### config.mk
export PLATFORM = sky130hd
export DESIGN_NAME = uart_rx_sniffer
export DESIGN_NICKNAME = d
export VERILOG_FILES = /design/src/rtl/uart_pkg.sv /design/src/rtl/uart_rx_fifo.sv /design/src/rtl/uart_rx_sniffer.sv
export SDC_FILE = /design/constraint.sdc
export NUM_CORES = 1
export LEC_CHECK = 0
export CAP_MARGIN = 0
export CORE_MARGIN = 5
export CORE_UTILIZATION = 55
export DETAILED_ROUTE_END_ITERATION = 10
export DONT_BUFFER_PORTS = 1
export GPL_TIMING_DRIVEN = 0
export PLACE_DENSITY = 0.7
export SLEW_MARGIN = 5
export SYNTH_ARGS = -nofsm -noshare
export SYNTH_HDL_FRONTEND = slang
export SYNTH_SLANG_ARGS = --single-unit
### constraint.sdc
create_clock -name ref_clk -period 8.2 [get_ports ref_clk]
set_input_delay 1.23 -clock ref_clk [delete_from_list [all_inputs] [get_ports ref_clk]]
set_output_delay 1.23 -clock ref_clk [all_outputs]
set_load 0.02 [all_outputs]
### src/rtl/uart_pkg.sv
// Shared types and helpers for the UART receive sniffer.
// Optional even-parity framing is selected with UART_RX_PARITY_EN.
package uart_pkg;

  localparam int unsigned BYTE_W = 8;

  typedef enum logic [2:0] {
    IDLE,
    START,
    DATA,
    PARITY,
    STOP,
    BREAK
  } rx_state_e;

  // Clock cycles per oversample tick, rounded to nearest, never below 1.
  function automatic int unsigned calc_div(input int unsigned clk_hz,
                                           input int unsigned baud,
                                           input int unsigned os);
    int unsigned d;
    int unsigned q;
    d = baud * os;
    if (d == 0) return 1;
    q = (clk_hz + d / 2) / d;
    return (q == 0) ? 1 : q;
  endfunction

endpackage

### src/rtl/uart_rx_fifo.sv
// First-word-fall-through byte FIFO with push/pop and full/empty flags.
// A push while full is ignored unless a pop happens in the same cycle.
module uart_rx_fifo #(
  parameter int unsigned DEPTH = 16,
  parameter int unsigned WIDTH = 8
) (
  input  logic             clk,
  input  logic             rst,
  input  logic             push,
  input  logic [WIDTH-1:0] push_data,
  input  logic             pop,
  output logic [WIDTH-1:0] pop_data,
  output logic             empty,
  output logic             full
);

  localparam int unsigned AW = (DEPTH > 1) ? $clog2(DEPTH) : 1;
  localparam int unsigned CW = AW + 1;

  logic [WIDTH-1:0] mem_q [DEPTH];
  logic [AW-1:0]    wr_q;
  logic [AW-1:0]    rd_q;
  logic [CW-1:0]    count_q;
  logic             pop_ok;
  logic             push_ok;

  assign empty    = (count_q == '0);
  assign full     = (count_q == CW'(DEPTH));
  assign pop_ok   = pop && !empty;
  assign push_ok  = push && (!full || pop_ok);
  assign pop_data = empty ? '0 : mem_q[rd_q];

  always_ff @(posedge clk or posedge rst) begin
    if (rst) begin
      wr_q    <= '0;
      rd_q    <= '0;
      count_q <= '0;
    end else begin
      if (push_ok) wr_q <= wr_q + AW'(1);
      if (pop_ok)  rd_q <= rd_q + AW'(1);
      count_q <= count_q + CW'(push_ok) - CW'(pop_ok);
    end
  end

  // Storage carries no reset; the read mux hides stale contents while empty.
  always_ff @(posedge clk) begin
    if (push_ok) mem_q[wr_q] <= push_data;
  end

endmodule

### src/rtl/uart_rx_sniffer.sv
// Oversampling UART receiver feeding a FWFT byte FIFO with valid/ready pop.
// Define UART_RX_PARITY_EN for 8E1 framing; default build is 8N1.
module uart_rx_sniffer
  import uart_pkg::*;
#(
  parameter int unsigned CLK_FREQ_HZ = 125_000_000,
  parameter int unsigned BAUD        = 115200,
  parameter int unsigned OVERSAMPLE  = 16,
  parameter int unsigned FIFO_DEPTH  = 16
) (
  input  logic              ref_clk,
  input  logic              reset,
  input  logic              uart_rx_i,
  output logic [BYTE_W-1:0] rx_data_o,
  output logic              rx_valid_o,
  input  logic              rx_ready_i,
  output logic              frame_err_o,
  output logic              parity_err_o,
  output logic              overflow_o,
  output logic              busy_o
);

  localparam int unsigned DIV   = calc_div(CLK_FREQ_HZ, BAUD, OVERSAMPLE);
  localparam int unsigned DIV_W = (DIV > 1) ? $clog2(DIV) : 1;
  localparam int unsigned OS_W  = $clog2(OVERSAMPLE);
  localparam int unsigned HALF  = OVERSAMPLE / 2;

  rx_state_e         state_q, state_d;
  logic [1:0]        sync_q;
  logic              rx_s;
  logic              rx_prev_q;
  logic [DIV_W-1:0]  div_q, div_d;
  logic [OS_W-1:0]   os_q, os_d;
  logic [2:0]        bit_q, bit_d;
  logic [BYTE_W-1:0] shift_q, shift_d;
  logic              frame_err_q, frame_err_d;
  logic              overflow_q, overflow_d;
  logic              busy_q, busy_d;
  logic              tick_c;
  logic              push_c;
  logic              fifo_empty;
  logic              fifo_full;
`ifdef UART_RX_PARITY_EN
  logic              par_bad_q, par_bad_d;
  logic              parity_err_q, parity_err_d;
`endif

  assign rx_s   = sync_q[1];
  assign tick_c = (state_q != IDLE) && (div_q == DIV_W'(DIV - 1));

  always_comb begin
    state_d     = state_q;
    div_d       = (state_q == IDLE || tick_c) ? '0 : div_q + DIV_W'(1);
    os_d        = tick_c ? os_q + OS_W'(1) : os_q;
    bit_d       = bit_q;
    shift_d     = shift_q;
    frame_err_d = 1'b0;
    push_c      = 1'b0;
`ifdef UART_RX_PARITY_EN
    par_bad_d    = par_bad_q;
    parity_err_d = 1'b0;
`endif
    case (state_q)
      IDLE: begin
        os_d  = '0;
        bit_d = '0;
`ifdef UART_RX_PARITY_EN
        par_bad_d = 1'b0;
`endif
        if (rx_prev_q && !rx_s) state_d = START;
      end
      START: begin
        // Mid-start-bit check rejects short low glitches.
        if (tick_c && os_q == OS_W'(HALF - 1)) begin
          os_d    = '0;
          state_d = rx_s ? IDLE : DATA;
        end
      end
      DATA: begin
        if (tick_c && os_q == OS_W'(OVERSAMPLE - 1)) begin
          os_d    = '0;
          shift_d = {rx_s, shift_q[BYTE_W-1:1]};
          bit_d   = bit_q + 3'd1;
`ifdef UART_RX_PARITY_EN
          if (bit_q == 3'd7) state_d = PARITY;
`else
          if (bit_q == 3'd7) state_d = STOP;
`endif
        end
      end
      PARITY: begin
`ifdef UART_RX_PARITY_EN
        if (tick_c && os_q == OS_W'(OVERSAMPLE - 1)) begin
          os_d         = '0;
          par_bad_d    = ((^shift_q) != rx_s);
          parity_err_d = par_bad_d;
          state_d      = STOP;
        end
`else
        state_d = IDLE;
`endif
      end
      STOP: begin
        if (tick_c && os_q == OS_W'(OVERSAMPLE - 1)) begin
          os_d = '0;
          if (rx_s) begin
`ifdef UART_RX_PARITY_EN
            push_c = !par_bad_q;
`else
            push_c = 1'b1;
`endif
            state_d = IDLE;
          end else begin
            frame_err_d = 1'b1;
            state_d     = BREAK;
          end
        end
      end
      BREAK: begin
        os_d = '0;
        if (rx_s) state_d = IDLE;
      end
      default: state_d = IDLE;
    endcase
    overflow_d = push_c && fifo_full && !rx_ready_i;
    busy_d     = (state_d != IDLE);
  end

  always_ff @(posedge ref_clk or posedge reset) begin
    if (reset) begin
      sync_q      <= 2'b11;
      rx_prev_q   <= 1'b1;
      state_q     <= IDLE;
      div_q       <= '0;
      os_q        <= '0;
      bit_q       <= '0;
      shift_q     <= '0;
      frame_err_q <= 1'b0;
      overflow_q  <= 1'b0;
      busy_q      <= 1'b0;
`ifdef UART_RX_PARITY_EN
      par_bad_q    <= 1'b0;
      parity_err_q <= 1'b0;
`endif
    end else begin
      sync_q      <= {sync_q[0], uart_rx_i};
      rx_prev_q   <= rx_s;
      state_q     <= state_d;
      div_q       <= div_d;
      os_q        <= os_d;
      bit_q       <= bit_d;
      shift_q     <= shift_d;
      frame_err_q <= frame_err_d;
      overflow_q  <= overflow_d;
      busy_q      <= busy_d;
`ifdef UART_RX_PARITY_EN
      par_bad_q    <= par_bad_d;
      parity_err_q <= parity_err_d;
`endif
    end
  end

  uart_rx_fifo #(
    .DEPTH (FIFO_DEPTH),
    .WIDTH (BYTE_W)
  ) u_fifo (
    .clk       (ref_clk),
    .rst       (reset),
    .push      (push_c),
    .push_data (shift_q),
    .pop       (rx_ready_i),
    .pop_data  (rx_data_o),
    .empty     (fifo_empty),
    .full      (fifo_full)
  );

  assign rx_valid_o  = !fifo_empty;
  assign frame_err_o = frame_err_q;
  assign overflow_o  = overflow_q;
  assign busy_o      = busy_q;
`ifdef UART_RX_PARITY_EN
  assign parity_err_o = parity_err_q;
`else
  assign parity_err_o = 1'b0;
`endif

endmodule

Word level (Yosys, flattened, before mapping)
Memory sizes are Yosys's and may differ from the RTL's.
Index checks and enable logic that the tools add are counted.
Word-level totals
  bits in registers: 44
  bits in writable memories: 128
  logic and storage cells: 79
  memories kept: 1
Operators by class
  $add $sub $neg: 7
  eq/ne operators: 10
  multiplexer cells: 25
  reductions and logical operators: 23
Memories
  u_fifo.mem_q: words 16, width 8, rd ports 1, clocked after Yosys merged registers in 0, write ports 1, line uart_rx_fifo.sv:20  | logic [WIDTH-1:0] mem_q [DEPTH];
Operators by type and width (number)
  2-to-1 mux 3 bit: 8
  case mux 3 bit (5 select lines): 1
  adder 4 x 1 -> 4 bit (second input constant): 3
  2-to-1 mux 4 bit: 3
  case mux 4 bit (3 select lines): 1
  equality test 3 bit (second input constant): 3
  logical AND 1 bit: 8
  2-to-1 mux 1 bit: 8
  2-to-1 mux 8 bit: 1
  adder 7 x 1 -> 7 bit (second input constant): 1
  equality test 7 bit (second input constant): 1
  2-to-1 mux 7 bit: 1
  case mux 3 bit (2 select lines): 1
  nonzero test 3 bit: 2
  adder 5 x 1 -> 5 bit: 1
  equality test 5 bit (second input constant): 1
  zero test 5 bit: 1
  subtractor 5 x 1 -> 5 bit: 1
  equality test 4 x 3 -> 1 bit (second input constant): 1
  equality test 4 bit (second input constant): 1
  zero test 1 bit: 4
  AND reduction 2 bit: 2
  OR reduction 2 bit: 2
  adder 3 x 1 -> 3 bit (second input constant): 1
  other kinds (7): 8

Depth between registers and ports, before layout
  word-level depth: 8
  gate-level depth with buffers: 14

Modules after synthesis
Synthesis repeated with hierarchy kept, for this count alone.
Unflattened totals
  cell total of the unflattened synthesis: 421
  area, all modules: 7294.5 um^2
Modules (own cells, without submodules)
  uart_rx_fifo: instances 1, cells each 290, area each 5825.6 um^2, seq. area each 4169.0 um^2
  uart_rx_sniffer: instances 1, cells each 131, area each 1468.9 um^2, seq. area each 779.5 um^2

Least setup slack after synthesis
No wires, ideal clock.
  kind: register to output
  start: register u_fifo.count_q[3]
  end: output port rx_data_o[6]
  arrival time: 1715 ps
  data required time: 6970 ps
  path slack: 5255 ps
  cell stages (with the launch flop): 7
  path buffers: 1
  path through: dfrtp_1 > inv_1 > ha_1 > or4b_1 > nand2b_1 > buf_1 > o22ai_1
Between the ends
  cells in the longest elaborated chain, start to end: 2
RTL lines
  start: declaration: line uart_rx_fifo.sv:23  | logic [CW-1:0] count_q;
  start signal: assignment: line uart_rx_fifo.sv:41  | count_q <= count_q + CW'(push_ok) - CW'(pop_ok);
  zero test 5 bit: line uart_rx_fifo.sv:27  | assign empty = (count_q == '0);
  2-to-1 mux 8 bit: line uart_rx_fifo.sv:31  | assign pop_data = empty ? '0 : mem_q[rd_q];
  end: declaration: line uart_rx_sniffer.sv:14  | output logic [BYTE_W-1:0] rx_data_o,
Every way passes these cells.

Final worst setup path
  start: register u_fifo.rd_q[1]
  end: output port rx_data_o[3]
Between the ends
  cells in the longest elaborated chain, start to end: 2
RTL lines
  start: declaration: line uart_rx_fifo.sv:22  | logic [AW-1:0] rd_q;
  start signal: assignment: line uart_rx_fifo.sv:40  | if (pop_ok) rd_q <= rd_q + AW'(1);
  memory read (16 x 8 bit)
  2-to-1 mux 8 bit: line uart_rx_fifo.sv:31
Every way passes these cells.

==> results by group <==
Synthesis
  – Mapped Area: 7204 um2
  – Post-Syn Nets: 434
  – Synth Instances: 414
  – Sequential area share after synthesis: 0.6869
  – Yosys top cell by area: edfxtp_1
  – Area share of the largest cell type after synthesis: 0.5335
  – Synth area leaders: edfxtp_1 (53%), dfrtp_1 (14%), mux4_2 (10%)
  – Library cells used by synthesis: 52
  – Post-synth ARST share: 0.2558
  – Synthesized area per cell: 17.40 um2
  – YS warnings: 0
  – EDFF count, synth: 128
  – Seq cells post-synth: 172
  – Most used DFF post-synth: edfxtp_1

Die
  – Core area: 12,720 um2
  – Chip Width: 124.5 um
  – Ports: 17
  – Die Y: 124.5 um
  – Initial Utilization: 0.5663
  – Site Rows: 41
  – Die area: 15,490 um2

STA
  – Hold_ws: 0.3551 ns
  – Final hold vios: 0
  – Max-slew violations: 0
  – Final setup viols: 0
  – Peak Freq: 262.2 MHz
  – Final Critical Period: 3.814 ns
  – Rel. slew slack: 0.5394
  – Period utilization: 0.4651
  – Least-Margin Pin Slew: 0.6909 ns
  – RSZ-0062 raised after global routing: false
  – Skew final: 0.009463 ns
  – Post-Route Setup TNS: 0 ns

GRT
  – Largest net degree at the start of global routing: 39
  – Initial antenna violation count: 0
  – Met1 Usage GRT: 0.2521
  – GRT Residual Overflow: 0
  – First-pass GRT wire length: 20,470 um
  – Met2 usage: 0.2608
  – Vias in the first global route: 3,693
  – GR Layer Usage met3: 0.04889
  – Global routing's busiest layer: met2
  – Total GRT Usage: 0.1751

Clock tree
  – Root buffer cell: clkbuf_16
  – Clk_lat worst skew: 0.42 ns
  – Post-CTS Setup Inserts: 0
  – CTS Sinks: 172
  – Total CTS buffers: 17
  – Post_cts resized: 0
  – CTS HTree Levels: 4
  – CTS tree: done
  – Post-CTS Hold Buffers: 0
  – Bufs on Longest Clock Path: 2
  – CTS clk-pin slew, worst paths: 0.06 ns

Detailed routing
  – Wire length per cell: 20.62 um
  – Drt first pass iters: 5
  – ANT nets after route: 0
  – DRC: 0
  – Routed wire length: 12,760 um
  – Vias per cell: 5.788
  – Routed vias: 3,583
  – DR iter-0 viols: 293

Critical path
  – Most frequent cell on the critical path: clkbuf_1
  – Crit path required time: 6.97 ns
  – CP cell instances: clkbuf_1 > clkbuf_1 > mux4_2 > mux2i_1 > o22ai_1
  – Setup crit end kind: output port
  – Nature of the critical path startpoint: flop
  – Worst-path maximum fanout: 10
  – Critical Path Max Stage Delay: 0.54 ns
  – Setup crit start: u_fifo.rd_q[1]
  – Slowest CP cell: clkbuf_1
  – Reg2reg setup slack: 4.94 ns
  – Setup CP Type: flop to output port
  – WP data arrival: 2.58 ns
  – Launch point of the worst reg-to-reg path: u_fifo.count_q[3]

Final layout
  – N_diodes: 0
  – Fill count: 964
  – Fraction of layout cells with a size suffix above 1: 0.1969
  – Non-Filler Instances: 619
  – Area Growth Syn to Fin: 10.45%
  – Final instance area: 7958 um2
  – Layout Nets: 454

Placement
  – Final GP Congestion: 0.7903
  – IO buf count: 0
  – Placed cell count: 587
  – DPL Wire Length: 8399 um
  – Placed standard-cell area: 7440 um2

Min path
  – Hold Path Class: flop to flop
  – Hold wc startpoint: sync_q[0]

Power
  – VDD IR max: 0.1789 mV
  – Total power: 2.077 mW
  – Leakage: 3.279 nW
  – PwrDens: 261.0 nW/um2

Flow run
  – MaxCap Viol Count: 0

Run status
  – Status: complete, no violations
-- layout make-up --
cell class	instances	area, um2	area share
inverter	21	78.83	0.009906
sequential	172	4949	0.6219
timing repair buffer	1	20.02	0.002516
tap	172	215.2	0.02704
clock buffer	21	440.4	0.05535
multi-input combinational	200	2071	0.2602
clock inverter	11	77.57	0.009748
buffer	21	106.4	0.01336
-- metal layers --
layer,wire length (um),up-vias
met5,0,-
li1,-,1641
met2,6126,93
met1,5690,1832
met3,768,17
met4,176,0
-- report_power, final --
| group | switching, mW | internal [mW] | total (mW) | leakage, nW |
|---|---|---|---|---|
| clock | 0.296 | 0.410 | 0.705 | 0.254 |
| combinational | 0.205 | 0.167 | 0.372 | 0.976 |
| sequential | 0.0333 | 0.966 | 0.999 | 2.05 |
| total | 0.534 | 1.54 | 2.08 | 3.28 |
-- flip-flops by register name, summed over array words and instances, names as in the netlist, 2 cells and up --
name	flops
bit_q	3
div_q	7
os_q	4
shift_q	8
state_q	3
sync_q	2
u_fifo.count_q	5
u_fifo.mem_q	128
u_fifo.rd_q	4
u_fifo.wr_q	4
-- cells by family after synthesis --
logic type               count (synthesis)  synth area share
flip-flops                             172            0.6869
AND/OR/NAND/NOR                         78           0.06409
multiplexers                            61            0.1462
buffers and inverters                   42           0.02570
AO/OA/AOI/OAI                           26           0.02588
XOR/XNOR                                18           0.02188
adder cells (fa/ha/maj)                 16           0.02883
other                                    1         0.0005205
-- worst paths after layout --
check                                    endpoint  cells past startpoint
worst min register to register          sync_q[1]                      0
worst min-delay path                    sync_q[1]                      0
worst max register to register  u_fifo.count_q[4]                     14
min in group asynchronous              overflow_o                      1
worst max-delay path                 rx_data_o[3]                      5
max in group asynchronous               rx_prev_q                      2
-- placed cells by master, fill, tap and decap left out, types with 3 or more instances in the layout --
cell type	count
edfxtp_1	128
dfrtp_1	41
mux4_2	32
inv_1	20
mux2i_1	19
clkbuf_16	17
ha_1	15
nor2_1	14
and3_1	14
clkbuf_1	13
xor2_1	10
mux2_4	8
nand2_1	8
o22ai_1	8
xnor2_1	8
buf_2	7
and2_1	7
nand3_1	7
a21oi_1	5
clkinv_2	5
nor3_1	4
clkinv_1	4
o32ai_1	3
nor3b_1	3
nand4_1	3
nor2b_1	3
dfstp_2	3
-- synthesized netlist by cell type, types with 2 or more instances --
master,number
a21oi_1,5
a32oi_1,2
and2_1,7
and3_1,14
buf_1,2
buf_2,7
buf_6,2
clkbuf_1,9
dfrtp_1,41
dfstp_2,3
edfxtp_1,128
ha_1,15
inv_1,21
mux2_2,2
mux2_4,8
mux2i_1,19
mux4_2,32
nand2_1,8
nand2b_1,2
nand3_1,7
nand4_1,3
nor2_1,14
nor2b_1,3
nor3_1,4
nor3b_1,3
o22ai_1,8
o32ai_1,3
or3_1,2
xnor2_1,8
xor2_1,10
-- worst max-delay path, delay by kind of cell, from the launching register on --
kind	cells	cell delay (ns)
compound gates	1	0.49
buf+inv	2	0.87
flops	1	0.35
mux	2	0.45
-- through the flow --
stage / setup slack [ns] / util
4_1_cts: 4.311 / 0.6255
6_report: 4.386 / 0.6255
3_3_place_gp: 4.762 / 0.5832
3_5_place_dp: 4.770 / 0.5848
5_1_grt: 4.229 / 0.6255
2_1_floorplan: 5.255 / -
No activity file was read; power rests on OpenSTA's default activity.
